===== src/rtl/ci_initiator_if.sv =====
// ci_initiator_if: request, response and OR-combined CI bus signals of the CI initiator.
interface ci_initiator_if;
  logic        req_valid;
  logic        req_ready;
  logic [7:0]  req_n;
  logic [31:0] req_data_a;
  logic [31:0] req_data_b;
  logic        rsp_valid;
  logic        rsp_ready;
  logic [31:0] rsp_result;
  logic        rsp_timeout;
  logic [7:0]  ci_n;
  logic [31:0] ci_data_a;
  logic [31:0] ci_data_b;
  logic        ci_start;
  logic        ci_cke;
  logic        ci_done;
  logic [31:0] ci_result;
  modport master (
    input  req_valid, req_n, req_data_a, req_data_b, rsp_ready, ci_done, ci_result,
    output req_ready, rsp_valid, rsp_result, rsp_timeout, ci_n, ci_data_a, ci_data_b, ci_start, ci_cke
  );
  modport slave (
    output req_valid, req_n, req_data_a, req_data_b, rsp_ready, ci_done, ci_result,
    input  req_ready, rsp_valid, rsp_result, rsp_timeout, ci_n, ci_data_a, ci_data_b, ci_start, ci_cke
  );
endinterface


===== src/rtl/ci_initiator.sv =====
// ci_initiator: issues one custom instruction at a time on the OR-combined CI bus and returns its result.
module ci_initiator #(
  parameter logic [15:0] timeout_cycles = 16'd255
) (
  input logic            clk,
  input logic            rst_n,
  ci_initiator_if.master bus
);
  typedef enum logic [1:0] {IDLE, ISSUE, WAIT, RESP} state_t;
  state_t      state, state_d;
  logic [7:0]  n_q, n_d;
  logic [31:0] a_q, a_d, b_q, b_d, res_q, res_d;
  logic        to_q, to_d;
  logic [15:0] cnt_q, cnt_d;
  logic        live;
  always_ff @(posedge clk or negedge rst_n) begin
    if (!rst_n) begin
      state <= IDLE;
      n_q   <= '0;
      a_q   <= '0;
      b_q   <= '0;
      res_q <= '0;
      to_q  <= 1'b0;
      cnt_q <= '0;
    end else begin
      state <= state_d;
      n_q   <= n_d;
      a_q   <= a_d;
      b_q   <= b_d;
      res_q <= res_d;
      to_q  <= to_d;
      cnt_q <= cnt_d;
    end
  end
  // done in the same cycle as the timeout limit takes priority as a normal completion
  always_comb begin
    state_d = state;
    n_d     = n_q;
    a_d     = a_q;
    b_d     = b_q;
    res_d   = res_q;
    to_d    = to_q;
    cnt_d   = cnt_q;
    case (state)
      IDLE:
        if (bus.req_valid) begin
          n_d     = bus.req_n;
          a_d     = bus.req_data_a;
          b_d     = bus.req_data_b;
          state_d = ISSUE;
        end
      ISSUE: begin
        cnt_d   = '0;
        state_d = bus.ci_done ? RESP : WAIT;
        res_d   = bus.ci_done ? bus.ci_result : res_q;
        to_d    = bus.ci_done ? 1'b0 : to_q;
      end
      WAIT:
        if (bus.ci_done) begin
          res_d   = bus.ci_result;
          to_d    = 1'b0;
          state_d = RESP;
        end else if (cnt_q == timeout_cycles - 16'd1) begin
          res_d   = '0;
          to_d    = 1'b1;
          state_d = RESP;
        end else begin
          cnt_d = cnt_q + 16'd1;
        end
      default:
        state_d = bus.rsp_ready ? IDLE : RESP;
    endcase
  end
  assign live            = (state == ISSUE) || (state == WAIT);
  assign bus.req_ready   = state == IDLE;
  assign bus.rsp_valid   = state == RESP;
  assign bus.rsp_result  = res_q;
  assign bus.rsp_timeout = to_q;
  assign bus.ci_start    = state == ISSUE;
  assign bus.ci_cke      = live;
  assign bus.ci_n        = live ? n_q : '0;
  assign bus.ci_data_a   = live ? a_q : '0;
  assign bus.ci_data_b   = live ? b_q : '0;
endmodule

===== src/flat_wrapper.sv =====
// flat-port wrapper written by rule: the top's interface ports become plain ports
module ci_initiator_flat 
#(
  parameter logic [15:0] timeout_cycles = 16'd255
)
  (clk, rst_n, bus_req_valid, bus_req_n, bus_req_data_a, bus_req_data_b, bus_rsp_ready, bus_ci_done, bus_ci_result, bus_req_ready, bus_rsp_valid, bus_rsp_result, bus_rsp_timeout, bus_ci_n, bus_ci_data_a, bus_ci_data_b, bus_ci_start, bus_ci_cke);
  ci_initiator_if bus_i ();
  input logic clk;
  input logic rst_n;
  input wire logic [$bits(bus_i.req_valid)-1:0] bus_req_valid;
  input wire logic [$bits(bus_i.req_n)-1:0] bus_req_n;
  input wire logic [$bits(bus_i.req_data_a)-1:0] bus_req_data_a;
  input wire logic [$bits(bus_i.req_data_b)-1:0] bus_req_data_b;
  input wire logic [$bits(bus_i.rsp_ready)-1:0] bus_rsp_ready;
  input wire logic [$bits(bus_i.ci_done)-1:0] bus_ci_done;
  input wire logic [$bits(bus_i.ci_result)-1:0] bus_ci_result;
  output wire logic [$bits(bus_i.req_ready)-1:0] bus_req_ready;
  output wire logic [$bits(bus_i.rsp_valid)-1:0] bus_rsp_valid;
  output wire logic [$bits(bus_i.rsp_result)-1:0] bus_rsp_result;
  output wire logic [$bits(bus_i.rsp_timeout)-1:0] bus_rsp_timeout;
  output wire logic [$bits(bus_i.ci_n)-1:0] bus_ci_n;
  output wire logic [$bits(bus_i.ci_data_a)-1:0] bus_ci_data_a;
  output wire logic [$bits(bus_i.ci_data_b)-1:0] bus_ci_data_b;
  output wire logic [$bits(bus_i.ci_start)-1:0] bus_ci_start;
  output wire logic [$bits(bus_i.ci_cke)-1:0] bus_ci_cke;
  assign bus_i.req_valid = bus_req_valid;
  assign bus_i.req_n = bus_req_n;
  assign bus_i.req_data_a = bus_req_data_a;
  assign bus_i.req_data_b = bus_req_data_b;
  assign bus_i.rsp_ready = bus_rsp_ready;
  assign bus_i.ci_done = bus_ci_done;
  assign bus_i.ci_result = bus_ci_result;
  assign bus_req_ready = bus_i.req_ready;
  assign bus_rsp_valid = bus_i.rsp_valid;
  assign bus_rsp_result = bus_i.rsp_result;
  assign bus_rsp_timeout = bus_i.rsp_timeout;
  assign bus_ci_n = bus_i.ci_n;
  assign bus_ci_data_a = bus_i.ci_data_a;
  assign bus_ci_data_b = bus_i.ci_data_b;
  assign bus_ci_start = bus_i.ci_start;
  assign bus_ci_cke = bus_i.ci_cke;
  ci_initiator #(.timeout_cycles(timeout_cycles)) u_core (.clk(clk), .rst_n(rst_n), .bus(bus_i));
endmodule

===== config.mk =====
export PLATFORM = sky130hd
export DESIGN_NAME = ci_initiator_flat
export DESIGN_NICKNAME = d
export VERILOG_FILES = /design/src/rtl/ci_initiator_if.sv /design/src/rtl/ci_initiator.sv /design/src/flat_wrapper.sv
export SDC_FILE = /design/constraint.sdc
export NUM_CORES = 1
export LEC_CHECK = 0
export ABC_AREA = 1
export CORE_MARGIN = 1
export CORE_UTILIZATION = 25
export CTS_CLUSTER_SIZE = 8
export DETAILED_ROUTE_END_ITERATION = 7
export MAX_ROUTING_LAYER = met4
export PLACE_DENSITY = 0.56
export SLEW_MARGIN = 10
export SYNTH_ARGS = -nofsm -noshare
export SYNTH_HDL_FRONTEND = slang
export SYNTH_SLANG_ARGS = --single-unit

===== constraint.sdc =====
create_clock -name clk -period 3.02 [get_ports clk]
set_clock_uncertainty 0.2 [all_clocks]
set_input_delay 0.604 -clock clk [delete_from_list [all_inputs] [get_ports clk]]
set_output_delay 0.604 -clock clk [all_outputs]
set_load 0.005 [all_outputs]

# ---- Yosys cells after proc, flatten, opt, wreduce, memory -nomap -nowiden
# Index checks and enable logic that the tools add are counted.
dict set report word_totals {
  ff_bits 123
  input_bits 109
  out_inout_bits 109
  wordCells 44
}
dict set report op_classes {
  n_addsub 1
  eq_ne 9
  mux 20
  reduce_logical 7
}
# cell n
set op_table {}
lappend op_table {{32-bit 2-to-1 mux} 5}
lappend op_table {{32-bit one-hot mux with 2 select lines} 1}
lappend op_table {{16-bit 2-to-1 mux} 2}
lappend op_table {{16-bit one-hot mux with 2 select lines} 1}
lappend op_table {{16-bit by 1-bit adder with 16-bit output, second input constant} 1}
lappend op_table {{16-bit by 8-bit == test with 1-bit output, second input constant} 1}
lappend op_table {{2-bit 2-to-1 mux} 4}
lappend op_table {{8-bit 2-to-1 mux} 1}
lappend op_table {{2-bit != test, second input constant} 4}
lappend op_table {{2-bit one-hot mux with 3 select lines} 1}
lappend op_table {{3-bit AND reduction} 2}
lappend op_table {{2-bit == test, second input constant} 2}
lappend op_table {{1-bit 2-to-1 mux} 4}
lappend op_table {{2-bit AND reduction} 2}
lappend op_table {{3-bit by 2-bit != test with 1-bit output, second input constant} 1}
lappend op_table {{2-bit by 1-bit == test with 1-bit output, second input constant} 1}
lappend op_table {{2-bit logical NOT} 1}
lappend op_table {{1-bit one-hot mux with 2 select lines} 1}
lappend op_table {{2-bit nonzero test} 1}
lappend op_table {{1-bit logical OR} 1}

# ---- Longest topological paths before layout
dict set report depth {
  depth_word 4
  mapped_depth 10
  depth_no_buf 9
}

# ---- Worst setup path before layout
# No wires, ideal clock.
dict set report synth_timing {
  path_type {flip-flop to output port}
  startpoint {reg u_core.state[0]}
  endpoint {out bus_ci_data_a[11]}
  t_arrival_ps 1513
  required_ps 2216
  path_slack_ps 703
  stages_incl_launch_ff 8
  n_path_buf 3
  path_cell_list {dfrtp_1 -> inv_1 -> ha_1 -> buf_2 -> buf_2 -> buf_1 -> nand2_1 -> inv_1}
}
dict set report synth_via {
  elab_chain_len 3
  word_cells_on_any_way 4
  classes_between {eq/ne (2); mux (1); reduce/logical (1)}
}
# item line_no
set synth_rtl {}
lappend synth_rtl {{start: declaration} ci_initiator.sv:10} ;# state_t state, state_d;
lappend synth_rtl {{start signal: assignment} ci_initiator.sv:26} ;# state <= state_d;
lappend synth_rtl {{2-bit by 1-bit == test with 1-bit output or 2-bit == test (tied branches)} ci_initiator.sv:74} ;# assign live = (state == ISSUE) || (state == WAIT);
lappend synth_rtl {{1-bit logical OR *} ci_initiator.sv:74}
lappend synth_rtl {{net bus_ci_cke} flat_wrapper.sv:25} ;# output wire logic [$bits(bus_i.ci_cke)-1:0] bus_ci_cke;
lappend synth_rtl {{32-bit 2-to-1 mux *} ci_initiator.sv:82} ;# assign bus.ci_data_a = live ? a_q : '0;
lappend synth_rtl {{end: declaration} flat_wrapper.sv:22} ;# output wire logic [$bits(bus_i.ci_data_a)-1:0] bus_ci_data_a;
# Mark *: on every way through the listed nets, which the timed path passes. The rest lies on a longest branch.

# ---- Final worst setup path
dict set report layout_timing {
  startpoint {reg u_core.state[1]}
  endpoint {out bus_ci_data_a[7]}
}
dict set report layout_via {
  elab_chain_len 3
  word_cells_on_any_way 4
  classes_between {eq/ne (2); mux (1); reduce/logical (1)}
}
# item line_no
set layout_rtl {}
lappend layout_rtl {{2-bit by 1-bit == test with 1-bit output or 2-bit == test (tied branches)} ci_initiator.sv:74}
lappend layout_rtl {{1-bit logical OR *} ci_initiator.sv:74}
lappend layout_rtl {{32-bit 2-to-1 mux *} ci_initiator.sv:82}
# Mark *: on every way between the ends. The rest lies on a longest branch, timed or not.

==> summary.txt <==
Timing
  – Worst slew pin tran: about 0.62 ns
  – Fin. max-slew vios: 0
  – Worst setup margin: 0.104 ns
  – Unrepaired setup endpoints after global routing: false
  – Tcrit/Tclk final: 0.965
  – Setup TNS Final: 0 ns
  – Slew headroom: 0.584
  – Endpoints failing setup: 0
  – Fmax: 343 MHz
  – Min cycle time layout: 2.92 ns
  – Final Hold Viols: 0

Final layout
  – FILL cells: 2302
  – Most frequent cells in the layout: clkdlybuf4s50_1, nand2_1, dfrtp_1
  – Most common cell after layout, fill and taps aside: clkdlybuf4s50_1
  – Ratio of cells with drive above 1 in the final layout: 0.172
  – Layout net count: 985
  – Layout area overhead: 55.7%
  – Number of diodes: 0

Yosys
  – Sequential share of the synthesized area: 0.522
  – Synth area leaders: dfrtp_1, mux2_2, nand2_1
  – Syn avg cell area: 9.17 um^2
  – Cell taking the most area after synthesis: dfrtp_1
  – Yosys reg bits: between 100 and 150
  – Post-synth top area share: 0.522
  – Number of synthesis warnings: 0
  – Ys async rst share: 1.00
  – EDFF count, synth: 0
  – Top FF cell, synth: dfrtp_1
  – Synth Net Count: 758
  – Unique masters post-synth: 26
  – Post-Syn Instances: 643
  – Post-Synthesis Cell Area: 5900 um^2

Setup path
  – Worst R2R End: u_core.bus.rsp_result[10]$_DFFE_PN0P_
  – Reg-to-reg critical path startpoint: u_core.state[1]$_DFFE_PN0P_
  – Setup crit end kind: output pin
  – Maximum net fanout on the critical path: 30
  – Crit path required time: 2.22 ns
  – Worst Path Arrival: approximately 2.1 ns
  – Worst Reg-to-Reg Cells: 8
  – CP Class: reg -> out
  – Crit path from: u_core.state[1]$_DFFE_PN0P_
  – Reg2reg setup slack: ~0.85 ns
  – Startpoint Class: register

Run status
  – Status: finished clean

Place
  – IO Port Bufs: roughly 220
  – Setup slack at placement: 0.409 ns
  – Routability cong.: 0.835
  – DPL Wire Length: 11900 um

Drt
  – Initial DRC count: 233
  – Drt drc: 0
  – TritonRoute pass-1 iters: 4
  – Final ANT Viol Nets: 0
  – Total wire length: ~17000 um
  – DR vias: 5034
  – Vias per Instance: 4.21
  – WL per Instance: 13.9 um

Floorplanning
  – Die extent in y: 156 um
  – Num ports: 218
  – Die Wd: 156 um
  – Core area: 22900 um^2
  – Total die area: 24200 um^2
  – Row cnt: 55
  – Initial core utilization: 0.257

Clock network
  – CTS tree: done
  – CTS Buf Count: 17
  – TritonCTS Sinks: 123
  – Worst-path clk slew: 0.06 ns
  – Root Buffer: clkbuf_16
  – CTS H-tree lvls: 4
  – Clk Latency, worst-skew pair: 0.41 ns
  – CTS max path bufs: 2

Power
  – Sw power: 3650 uW
  – Leakage: 0.00444 uW
  – VDD IR-drop max: 0.458 mV
  – Sw Share: 0.349
  – Reg power frac: 0.268
  – Logic gate share of total power: 0.527
  – Pwr dens: ~1100 nW/um^2
  – Internal cell power: 6820 uW
  – Clock share of power: 0.204

Global route
  – Largest net degree at the start of global routing: 46
  – First-pass GRT wire length: 26400 um
  – Grt met2 use: 0.228
  – Met3 Use GR: 0.0419
  – Initial antenna violation count: 0
  – Routing usage on met1: 0.175
  – Total gr overflow: 0
  – GR peak layer: met2
  – All-layer global routing usage: 0.145
  – Vias in the first global route: 5019

Run
  – Max cap viols: 0

Min path
  – Hold Path Class: in -> async
[through the flow]
step	total power, uW	cells	utilization	area, um^2	hold slack [ns]
floorplan	5420	643	-	5900	0.108
global placement	8300	1156	0.371	8510	0.253
detailed placement	8320	1156	0.371	8510	0.257
CTS	10600	1192	0.400	9160	0.0203
global route	11300	1196	0.401	9190	0.0472
finish	10500	1196	0.401	9190	0.000839
[worst max-delay path: stages (launching register included)]
cell and delay (ns):
dfrtp_1 0.39, inv_2 0.07, ha_4 0.38, buf_12 0.20
nand2_1 0.09, inv_1 0.06, clkdlybuf4s50_1 0.51
[power groups by stage]
stage | Combinational, uW | Clock (uW) | Sequential [uW]
global route | 6130 | 2270 | 2900
detailed placement | 5490 | 0 | 2830
finish | 5520 | 2140 | 2810
floorplan | 2670 | 0 | 2750
CTS | 5610 | 2210 | 2820
global placement | 5470 | 0 | 2820
[cell families (layout without fill, tap and decap cells)]
group,count (synthesis),after routing,share of synthesized area
mux,73,73,0.139
compound gates,30,30,0.0269
fa+ha+maj,6,6,0.0127
flops,123,123,0.522
simple gates,282,282,0.209
buf+inv,129,369,0.0901
[registers in the layout, indices dropped and copies added, names as in the netlist]
register / count
u_core.bus.rsp_timeout: 1
u_core.a_q: 32
u_core.state: 2
u_core.bus.rsp_result: 32
u_core.b_q: 32
u_core.cnt_q: 16
u_core.n_q: 8
[routing by layer]
metal | up-vias | share of wire
met5 | - | 0
met4 | 0 | 0.025
met3 | 24 | 0.069
met2 | 149 | 0.46
met1 | 2374 | 0.44
li1 | 2487 | -
[Yosys cell counts, types with 4 or more instances]
library cell / n
o21ai_0: 18
mux2_2: 72
nand3_1: 18
inv_1: 95
buf_1: 5
dfrtp_1: 123
o21ai_1: 4
nand2_2: 13
nand2_1: 185
nand4_1: 36
ha_1: 6
a21oi_1: 4
clkbuf_1: 9
buf_2: 13
nor2_1: 24
[final cells by class]
| type | instances | area [um^2] | area share |
|---|---|---|---|
| timing repair buffer | 241 | 2440 | 0.265 |
| inverter | 96 | 360 | 0.0392 |
| clock buffer | 18 | 429 | 0.0467 |
| clock inverter | 14 | 185 | 0.0202 |
| tap | 313 | 392 | 0.0426 |
| sequential | 123 | 3080 | 0.335 |
| multi-input combinational | 391 | 2300 | 0.251 |
[what timing repair did]
item                       in CTS  in global routing
hold buffers                    0                  0
buffers inserted                4                  4
setup endpoints to repair      59                 20
pin swaps                       1                  1
resized for setup               2                  0
[how the worst max path moves through the flow]
stage                              endpoint  slack (ns)  cells after the start
final                      bus_ci_data_a[7]        0.10                      6
after global routing       bus_ci_data_a[2]      0.0003                      6
after CTS                  bus_ci_data_a[7]        0.01                      6
after detailed placement   bus_ci_data_a[7]        0.41                      6
after global placement    bus_ci_data_b[14]        0.46                      6
after floorplan           bus_ci_data_a[11]        0.70                      7
Power figures use the tool's default switching activity.
